**config.mk**
```make
export PLATFORM = sky130hd
export DESIGN_NAME = oled_multi_streamer
export DESIGN_NICKNAME = d
export VERILOG_FILES = /design/src/rtl/oled_multi_streamer.sv
export SDC_FILE = /design/constraint.sdc
export NUM_CORES = 1
export LEC_CHECK = 0
export ABC_AREA = 1
export BUFFER_PORTS_ARGS = -buffer_cell sky130_fd_sc_hd__buf_2
export CORE_ASPECT_RATIO = 1.75
export CORE_MARGIN = 1.5
export CORE_UTILIZATION = 30
export DETAILED_ROUTE_END_ITERATION = 16
export PLACE_DENSITY = 0.57
export SLEW_MARGIN = 20
export SYNTH_ARGS = -nofsm -noshare
export SYNTH_HDL_FRONTEND = slang
export SYNTH_SLANG_ARGS = --single-unit
```
**constraint.sdc**
```tcl
create_clock -name clk -period 3.2 [get_ports clk]
set_clock_uncertainty 0.15 [all_clocks]
set_input_delay 0.16 -clock clk [delete_from_list [all_inputs] [get_ports clk]]
set_output_delay 0.16 -clock clk [all_outputs]
set_load 0.02 [all_outputs]
```
**src/rtl/oled_multi_streamer.sv**
```systemverilog
// rtl/oled_multi_streamer.sv - multi-panel SSD1306 refresh engine sharing one framebuffer read port
// Each channel runs its own window-setup + burst FSM; a round-robin arbiter feeds per-channel 2-entry prefetch FIFOs.
module oled_multi_streamer #(
  parameter int         CH_NUM    = 4,
  parameter int         PAGES     = 8,
  parameter int         COLS      = 128,
  parameter logic [7:0] CMD_ADDR  = 8'h00,
  parameter logic [7:0] DATA_ADDR = 8'h40,
  localparam int        FRAME     = PAGES * COLS,
  localparam int        FB_AW     = (CH_NUM * FRAME > 1) ? $clog2(CH_NUM * FRAME) : 1
) (
  input  logic                clk,
  input  logic                rst_n,
  input  logic                auto_refresh,
  input  logic [CH_NUM-1:0]   refresh_req,
  output logic [FB_AW-1:0]    fb_addr,
  input  logic [7:0]          fb_data,
  output logic [CH_NUM-1:0]   send_en,
  output logic [CH_NUM*8-1:0] send_addr,
  output logic [CH_NUM*8-1:0] send_data,
  input  logic [CH_NUM-1:0]   send_busy,
  input  logic [CH_NUM-1:0]   brust_ready,
  output logic [CH_NUM-1:0]   brust_vaild,
  output logic [CH_NUM-1:0]   busy,
  output logic [CH_NUM-1:0]   frame_done
);
  localparam int IW = $clog2(FRAME + 1);
  localparam int CW = (CH_NUM > 1) ? $clog2(CH_NUM) : 1;
  localparam logic [IW-1:0] LAST_IDX  = IW'(FRAME - 1);
  localparam logic [IW-1:0] FRAME_IDX = IW'(FRAME);
  localparam logic [1:0]    START_LVL = (FRAME == 1) ? 2'd1 : 2'd2;

  typedef enum logic [2:0] {S_IDLE, S_CMD, S_CMD_WAIT, S_LOAD, S_STREAM, S_DONE} state_t;

  state_t            state     [CH_NUM];
  logic [2:0]        cmd_idx   [CH_NUM];
  logic [7:0]        cmd_byte  [CH_NUM];
  logic [7:0]        addr_q    [CH_NUM];
  logic [IW-1:0]     fetch_idx [CH_NUM];
  logic [IW-1:0]     popped    [CH_NUM];
  logic [1:0]        fcnt      [CH_NUM];
  logic [7:0]        fifo_mem  [CH_NUM][2];
  logic [CH_NUM-1:0] rd_ptr, wr_ptr, wait_fall, pending, en_q, busy_q, done_q;
  logic [CH_NUM-1:0] elig, wr_en, pop_en;
  logic [CW-1:0]     rr_ptr, rd_ch, gnt_ch;
  logic              rd_vld, gnt_valid;

  function automatic logic [7:0] cmd_rom(input logic [2:0] idx);
    case (idx)
      3'd0:    return 8'h21;
      3'd2:    return 8'(COLS - 1);
      3'd3:    return 8'h22;
      3'd5:    return 8'(PAGES - 1);
      default: return 8'h00;
    endcase
  endfunction

  // A read landing this cycle still counts against the FIFO limit, so occupancy never exceeds 2.
  always_comb begin
    gnt_valid = 1'b0;
    gnt_ch    = '0;
    for (int c = 0; c < CH_NUM; c++) begin
      wr_en[c]  = rd_vld && (rd_ch == CW'(c));
      pop_en[c] = (state[c] == S_STREAM) && brust_ready[c] && (fcnt[c] != 2'd0);
      elig[c]   = busy_q[c] && (fetch_idx[c] != FRAME_IDX) &&
                  (({1'b0, fcnt[c]} + {2'b00, wr_en[c]}) < 3'd2);
    end
    for (int i = 0; i < CH_NUM; i++) begin
      if (!gnt_valid && elig[(int'(rr_ptr) + i) % CH_NUM]) begin
        gnt_valid = 1'b1;
        gnt_ch    = CW'((int'(rr_ptr) + i) % CH_NUM);
      end
    end
    fb_addr = gnt_valid ? FB_AW'(int'(gnt_ch) * FRAME + int'(fetch_idx[gnt_ch])) : '0;
  end

  always_comb begin
    for (int c = 0; c < CH_NUM; c++) begin
      send_data[c*8 +: 8] = (state[c] == S_STREAM) ? fifo_mem[c][rd_ptr[c]] : cmd_byte[c];
      send_addr[c*8 +: 8] = addr_q[c];
      brust_vaild[c]      = (state[c] == S_STREAM) && (popped[c] != LAST_IDX);
    end
  end

  assign send_en    = en_q;
  assign busy       = busy_q;
  assign frame_done = done_q;

  always_ff @(posedge clk or negedge rst_n) begin
    if (!rst_n) begin
      rr_ptr <= '0;
      rd_vld <= 1'b0;
      rd_ch  <= '0;
      rd_ptr <= '0; wr_ptr <= '0; wait_fall <= '0; pending <= '0;
      en_q   <= '0; busy_q <= '0; done_q <= '0;
      for (int c = 0; c < CH_NUM; c++) begin
        state[c]       <= S_IDLE;
        cmd_idx[c]     <= '0;
        cmd_byte[c]    <= '0;
        addr_q[c]      <= '0;
        fetch_idx[c]   <= '0;
        popped[c]      <= '0;
        fcnt[c]        <= '0;
        fifo_mem[c][0] <= '0;
        fifo_mem[c][1] <= '0;
      end
    end else begin
      rd_vld <= gnt_valid;
      rd_ch  <= gnt_ch;
      if (gnt_valid) rr_ptr <= (int'(gnt_ch) == CH_NUM - 1) ? '0 : gnt_ch + 1'b1;
      en_q   <= '0;
      done_q <= '0;
      for (int c = 0; c < CH_NUM; c++) begin
        if (gnt_valid && gnt_ch == CW'(c)) fetch_idx[c] <= fetch_idx[c] + 1'b1;
        if (wr_en[c]) begin
          fifo_mem[c][wr_ptr[c]] <= fb_data;
          wr_ptr[c] <= ~wr_ptr[c];
        end
        if (pop_en[c]) begin
          rd_ptr[c] <= ~rd_ptr[c];
          popped[c] <= popped[c] + 1'b1;
        end
        fcnt[c] <= fcnt[c] + {1'b0, wr_en[c]} - {1'b0, pop_en[c]};
        if (refresh_req[c] && state[c] != S_IDLE) pending[c] <= 1'b1;
        case (state[c])
          S_IDLE: if (refresh_req[c] || pending[c] || auto_refresh) begin
            state[c]     <= S_CMD;
            busy_q[c]    <= 1'b1;
            pending[c]   <= 1'b0;
            cmd_idx[c]   <= '0;
            fetch_idx[c] <= '0;
            popped[c]    <= '0;
            fcnt[c]      <= '0;
            rd_ptr[c]    <= 1'b0;
            wr_ptr[c]    <= 1'b0;
          end
          S_CMD: if (!send_busy[c]) begin
            en_q[c]      <= 1'b1;
            addr_q[c]    <= CMD_ADDR;
            cmd_byte[c]  <= cmd_rom(cmd_idx[c]);
            wait_fall[c] <= 1'b0;
            state[c]     <= S_CMD_WAIT;
          end
          S_CMD_WAIT: begin
            if (!wait_fall[c]) begin
              if (send_busy[c]) wait_fall[c] <= 1'b1;
            end else if (!send_busy[c]) begin
              if (cmd_idx[c] == 3'd5) state[c] <= S_LOAD;
              else begin
                cmd_idx[c] <= cmd_idx[c] + 3'd1;
                state[c]   <= S_CMD;
              end
            end
          end
          S_LOAD: if (fcnt[c] >= START_LVL && !send_busy[c]) begin
            en_q[c]   <= 1'b1;
            addr_q[c] <= DATA_ADDR;
            state[c]  <= S_STREAM;
          end
          S_STREAM: if (pop_en[c] && popped[c] == LAST_IDX) state[c] <= S_DONE;
          S_DONE: if (!send_busy[c]) begin
            done_q[c] <= 1'b1;
            busy_q[c] <= 1'b0;
            state[c]  <= S_IDLE;
          end
          default: state[c] <= S_IDLE;
        endcase
      end
    end
  end
endmodule

```
=== Word-level counts from Yosys, hierarchy flattened ===
Index checks and enable logic that the tools add are counted.
Widths: inputs -> output; s select.

* $add $sub $neg: 29
* Reduce and logical (&&, ||, !) cells: 123
* Muxes and demuxes: 232
* Bitwise logic cells: 24
* $lt $le $gt $ge: 25
* Equal/unequal tests: 83

{| class="wikitable"
|+ Operators with widths
! kind !! number
|-
| $mux 11 || 26
|-
| $mux 8 || 28
|-
| $mux 3 || 44
|-
| $pmux 7 s4 || 4
|-
| $add 11x1->11 const B || 8
|-
| $mux 1 || 75
|-
| $pmux 3 s6 || 4
|-
| $bwmux 16 || 4
|-
| $pmux 8 s2 || 4
|-
| $ne 2x2->1 const B || 28
|-
| $eq 3x2->1 const B || 16
|-
| $logic_and 1x1->1 || 47
|-
| $eq 11x10->1 const B || 4
|-
| $ne 11x10->1 const B || 4
|-
| $ne 11x11->1 const B || 4
|-
| $reduce_bool 2->1 || 20
|-
| $eq 3x3->1 const B || 12
|-
| $mux 2 || 17
|-
| $demux 8 s1 || 4
|-
| $reduce_and 7->1 || 4
|-
| $ge 2x2->1 const B || 12
|-
| $logic_not 3->1 || 8
|-
| $pmux 1 s2 || 12
|-
| $pmux 3 s2 || 4
|-
| 31 further kinds || 123
|}

* Word-level logic and storage cells: 568
* Register bits after elaboration: 281
* Input port bits: 23

=== Depth between registers and ports, before layout ===
* Word-level depth: 23
* Gate-level depth with buffers: 20

=== Worst setup path after synthesis ===
Ideal clock, no wire load.

* Kind: reg-to-output
* Start point: register fetch_idx[33] (netlist bit)
* End point: output port fb_addr[11]
* Setup slack: 0.423 ns
* Required time: 2.890 ns
* Arrival time: 2.467 ns
* Path buffers: 1
* Stages on the path, launching flop included: 19
* Cell sequence: dfrtp_1 inv_1 ha_1 nand2_1 nor2_1 nand3_1 nand3_1 nand3_2 nand2_4 nand3_2 nor2_2 nor2_4 buf_2 a21oi_1 o21ai_1 nand2_1 ha_1 o21ai_0 a21oi_1

* Cells in the longest elaborated chain, start to end: 21
* Elaborated cells on any way between the ends: 34
* Those cells by class: add/sub: 1; eq/ne: 1; mux: 23; bitwise: 1; reduce/logical: 8

{| class="wikitable"
|+ RTL lines
! item !! line !! text
|-
| start, declared || 39 || <nowiki>logic [IW-1:0] fetch_idx [CH_NUM];</nowiki>
|-
| start signal, assigned by index || 114 || <nowiki>if (gnt_valid && gnt_ch == CW'(c)) fetch_idx[c] <= fetch_idx[c] + 1'b1;</nowiki>
|-
| $ne 11x11->1 || 65 || <nowiki>elig[c] = busy_q[c] && (fetch_idx[c] != FRAME_IDX) &&</nowiki>
|-
| $logic_and 1x1->1 (2 in series) || 65 ||
|-
| $bmux 1 s2 || 69 || <nowiki>if (!gnt_valid && elig[(int'(rr_ptr) + i) % CH_NUM]) begin</nowiki>
|-
| $mux 1 (not written as such) || 69 ||
|-
| $mux 1 || 69 ||
|-
| $logic_not 1->1 || 69 ||
|-
| $logic_and 1x1->1 || 69 ||
|-
| $mux 1 || 69 ||
|-
| (+3 left out) || -- ||
|-
| $logic_not 1->1 || 69 ||
|-
| $logic_and 1x1->1 || 69 ||
|-
| $mux 2 || 69 ||
|-
| $not 2->3 (not written as such) || 74 || <nowiki>fb_addr = gnt_valid ? FB_AW'(int'(gnt_ch) * FRAME + int'(fetch_idx[gnt_ch])) : '0;</nowiki>
|-
| $bmux 11 s2 || 74 ||
|-
| $mux 11 (not written as such) (2 in series) || 74 ||
|-
| $add 12x11->12 || 74 ||
|-
| $mux 12 (*) || 74 ||
|-
| end, declared || 16 || <nowiki>output logic [FB_AW-1:0] fb_addr,</nowiki>
|}

Mark *: on every way between the ends. The rest lies on a longest branch, timed or not. The select of a mux whose other input is x is not followed.

=== Final worst setup path ===
* Start point: register busy_q[0] (netlist: busy[0])
* End point: output port fb_addr[11]

* Cells in the longest elaborated chain, start to end: 20
* Elaborated cells on any way between the ends: 33
* Those cells by class: add/sub: 1; mux: 23; bitwise: 1; reduce/logical: 8

{| class="wikitable"
|+ RTL lines
! item !! line !! text
|-
| start, declared || 43 || <nowiki>logic [CH_NUM-1:0] rd_ptr, wr_ptr, wait_fall, pending, en_q, busy_q, done_q;</nowiki>
|-
| start signal, assigned || 95 || <nowiki>en_q <= '0; busy_q <= '0; done_q <= '0;</nowiki>
|-
| start signal, assigned by index || 128 || <nowiki>busy_q[c] <= 1'b1;</nowiki>
|-
| start signal, assigned by index || 163 || <nowiki>busy_q[c] <= 1'b0;</nowiki>
|-
| $logic_and 1x1->1 (*) (2 in series) || 65 ||
|-
| $bmux 1 s2 || 69 ||
|-
| $mux 1 (not written as such) || 69 ||
|-
| $mux 1 || 69 ||
|-
| $logic_not 1->1 || 69 ||
|-
| $logic_and 1x1->1 || 69 ||
|-
| $mux 1 || 69 ||
|-
| $logic_not 1->1 || 69 ||
|-
| (+2 left out) || -- ||
|-
| $logic_not 1->1 || 69 ||
|-
| $logic_and 1x1->1 || 69 ||
|-
| $mux 2 || 69 ||
|-
| $not 2->3 (not written as such) || 74 ||
|-
| $bmux 11 s2 || 74 ||
|-
| $mux 11 (not written as such) (2 in series) || 74 ||
|-
| $add 12x11->12 || 74 ||
|-
| $mux 12 (*) || 74 ||
|}

Marks and branches as above.

==> results.md <==
- The run finished, with violations left.
- The checks that failed: negative setup slack.
- The signal on the critical path passes through inv_1 > nor2_1 > nand2_1 > inv_2 > nand3_2 > nand3_1 > nand2_4 > nand2_1 > o21ai_2 > nor2_4 > clkinv_2 > a21oi_2 > o21ai_1 > nand2_1 > ha_4 > o21ai_2 > a21oi_2 > buf_6.
- Summing every instance area after synthesis gives 13600 sq um.
- Dividing the detail-routed via count by the number of cells gives 4.78.
- The utilization after layout is 36.8%.
- By count the netlist is led by sky130_fd_sc_hd__nand2_1, sky130_fd_sc_hd__dfrtp_1, sky130_fd_sc_hd__inv_1.
- The clock transition at the registers of the reported paths is 0.07 ns.
- Across the VDD grid, the largest voltage drop is 0.934 mV.
- STA classifies the critical path endpoint as a primary output.
- The final count of pins violating max slew came to 0.
- The total power density per cell area is 1160 nW/um^2.
- The number of cell rows is 103.
- The clock period minus worst slack is 3.28 ns.
- Each instance of the synthesized netlist takes up on average 8.32 sq um.
- The main combinational cell family by area after synthesis is simple AND/OR/NAND/NOR gates.
- The area growth from synthesis to layout is 21.5%.
- The TritonCTS buffer count is 24.
- Of all cell types, the one taking the most synthesized area is sky130_fd_sc_hd__dfrtp_1.
- Setup repair after global routing could not meet its margin everywhere.
- The die outline area is 46600 sq um.
- After global routing the overflow that remains totals 0.
- The placed cell count is 2285.
- The max-cap violation count is 0.
- The worst setup path is launched from a flop.
- The multiplexer area fraction after synthesis is 2.82%.
- The worst hold path belongs to the class input pin to async pin.
- In the final layout, the share of cells above drive strength 1 is 21.8%.
- The all-layer global routing usage is 15.9%.
- The area share of the largest cell type after synthesis is 44.4%.
- The later pin in the worst-skew pair is clocked with a latency of 0.55 ns.
- Along the worst path, the maximum fanout reaches 4.
- The worst max-slew margin expressed relative to the limit is 52.2%.
- The net count reported at finish is 1870.
- The number of iterations in the first detailed-routing pass is 5.
- The average routed wire per standard cell is 15.4 um.
- Entering global routing, the biggest net connects 92 pins.
- The first global-routing pass estimated 59500 um of wire.
- The logic depth of the worst register-to-register path is 18.
- The setup slack of the most critical reg-to-reg path is 0.08 ns.
- Ranked by total cell area, the synthesized netlist is headed by sky130_fd_sc_hd__dfrtp_1, sky130_fd_sc_hd__nand2_1, sky130_fd_sc_hd__inv_1.
- Of the total synthesized cell area, the portion taken by AND, OR, NAND and NOR gates is 23.3%.
- The number of vias after detailed routing is 11400.
- The number of antenna cells inserted is 0.
- Derived from the worst setup path, the maximum achievable clock frequency is 0.305 GHz.
- For this run, the number of standard cells in the final layout without fillers is 2392.
- After detailed placement, the total cell area comes to 14600 sq um.
- The remaining antenna violation count after routing is 0.
- In this design, the critical path's most frequently occurring cell is sky130_fd_sc_hd__nand2_1.
- The region available for standard cell placement spans 44800 sq um.
- The longest clock path from root to sink contains 3 buffers.
- The buffer type at the clock tree root is sky130_fd_sc_hd__clkbuf_16.
- The data arrival time of the critical path is 2.97 ns.
- STA puts the critical path data required time at 2.89 ns.
- After layout, the worst path uses 102% of the clock period.
- The setup slack after layout is -0.0775 ns.
- The share of the synthesized netlist area taken by xor and xnor gates is 2.31%.
- Before CTS, the worst setup slack after placement is 0.119 ns.
- The die is 284 um tall.
- In this run, synthesis produced a sequential element count of 241.
- For this design the top-level I/O count stands at 115.
- Counting flops with an async set or reset pin after synthesis yields a share of 100%.
- Counting every instance in the synthesized netlist gives 1633.
- The initial antenna violation count is 0.
- The number of clock sinks is 241.
- For this run, the slowest stage of the critical path takes 0.35 ns.
- The most common cell in the netlist is sky130_fd_sc_hd__nand2_1.
- The setup-violating endpoint count in the final report is 4.
- For this run, the leading register cell type out of synthesis is sky130_fd_sc_hd__dfrtp_1.
- The synthesized-area fraction occupied by adder cells is 4.61%.
- The number of hold violations in the final report is 0.
- In this run, the number of DRC markers left after iteration 0 of detailed routing was 694.
- For this run, the number of Yosys warnings is 0.
- The global placer's final weighted congestion is 0.905.
- CTS built an H-tree with a depth of 1.
- The residual DRC count is 0.
- TritonCTS built the clock tree.
- The highest-delay cell along the critical path is sky130_fd_sc_hd__dfrtp_1.
- The fraction of the mapped netlist area in compound gates is 12.6%.
- The final-layout setup total negative slack is -0.131 ns.
- The smallest hold slack is 0.0749 ns.
- The width of the die is 164 um.
- The final design area excluding fillers is 16500 sq um.
- Input and output buffers added on the ports amount to 86.
- For the pin with the worst max-slew slack, the measured transition is 0.711 ns.
- The routed wire length is 36800 um.
- The share of the Yosys chip area taken by registers is 44.4%.
- The number of global-route vias before repair was 11500.
- The leakage power is 7.67 nW.
- The worst setup path is of the flop to primary output kind.
- The filler cell count is 4606.
- The count of flip-flops with a built-in enable after synthesis is 0.
- The placed wire-length estimate is 26800 um.
- The netlist uses 62 different library cells.
- The initial core utilization is 30.3%.
- The overall power of the completed layout is 19.2 mW.
-- final timing paths --
check,from,endpoint
setup reg to reg,fetch_idx[11],fetch_idx[18]
hold reg to reg,send_addr[14],send_addr[14]
min in group clk,auto_refresh,fetch_idx[19]
hold / removal,rst_n,wait_fall[0]
setup / recovery,busy[0],fb_addr[11]
max in group asynchronous,rst_n,fetch_idx[32]
-- routing by layer --
metal / global-route usage, % / vias to the layer above / part of all wire [%]
li1: - / 5616 / -
met1: 17.4 / 5485 / 39
met2: 30.4 / 255 / 55
met3: 1.68 / 83 / 3.3
met4: 6.48 / 0 / 3.5
met5: 0 / - / 0
-- sequential cells by signal (all words and copies together) (netlist names), 4 cells and up --
name and cells:
frame_done 4, cmd_byte 20, fifo_mem 64, popped 44, fcnt 8, wait_fall 4, state 12, fetch_idx 44
cmd_idx 12, busy 4, wr_ptr 4, send_en 4, pending 4, rd_ptr 4, send_addr 4
-- cells by family after synthesis --
logic type	Yosys count
other cells	1
fa+ha+maj	50
flops	241
compound gates	301
simple gates	665
mux	34
buf+inv	306
xor+xnor	35
-- cell usage in the layout, fill, tap and decap left out, types with 32 or more instances in the layout --
master,synthesis,routed
sky130_fd_sc_hd__dfrtp_1,241,237
sky130_fd_sc_hd__ha_1,50,46
sky130_fd_sc_hd__buf_4,30,59
sky130_fd_sc_hd__nand3_1,77,63
sky130_fd_sc_hd__nor2_1,172,154
sky130_fd_sc_hd__inv_1,217,205
sky130_fd_sc_hd__mux2_2,34,34
sky130_fd_sc_hd__nand2_1,266,256
sky130_fd_sc_hd__o21ai_0,143,142
sky130_fd_sc_hd__inv_2,21,32
sky130_fd_sc_hd__a21oi_1,70,65
sky130_fd_sc_hd__buf_2,7,74
sky130_fd_sc_hd__nor3_1,45,45
-- final cells by class --
cell class | count | area [sq um] | share of cell area [%]
multi-input combinational | 1114 | 6600 | 40.0
sequential | 241 | 6040 | 36.6
timing repair buffer | 175 | 1310 | 7.91
inverter | 241 | 913 | 5.54
tap | 577 | 722 | 4.38
clock buffer | 30 | 663 | 4.02
clock inverter | 14 | 258 | 1.56
-- power breakdown --
part           switching, mW  internal (mW)  total [mW]
Combinational           6.95           4.18        11.1
Sequential             0.671           4.07        4.74
Clock                   1.32           1.98        3.30
-- what timing repair did --
item / CTS / global route
endpoints found under the hold margin: 375 / 0
setup buffers: 29 / 12
hold buffers: 22 / 0
gates resized for setup: 60 / 62
pin swaps: 26 / 24
endpoints found under the setup margin: 12 / 13
gates cloned: 1 / 0
-- worst max-delay path: cells and delay by family (launching register included) --
kind / cells / cell delay (ns)
AOI/OAI and AO/OA: 5 / 0.48
adders and majority gates: 1 / 0.16
buffers and inverters: 4 / 0.40
DFF: 1 / 0.35
and+or+nand+nor: 8 / 1.04
Note: power is estimated with default switching activity, not from simulation.
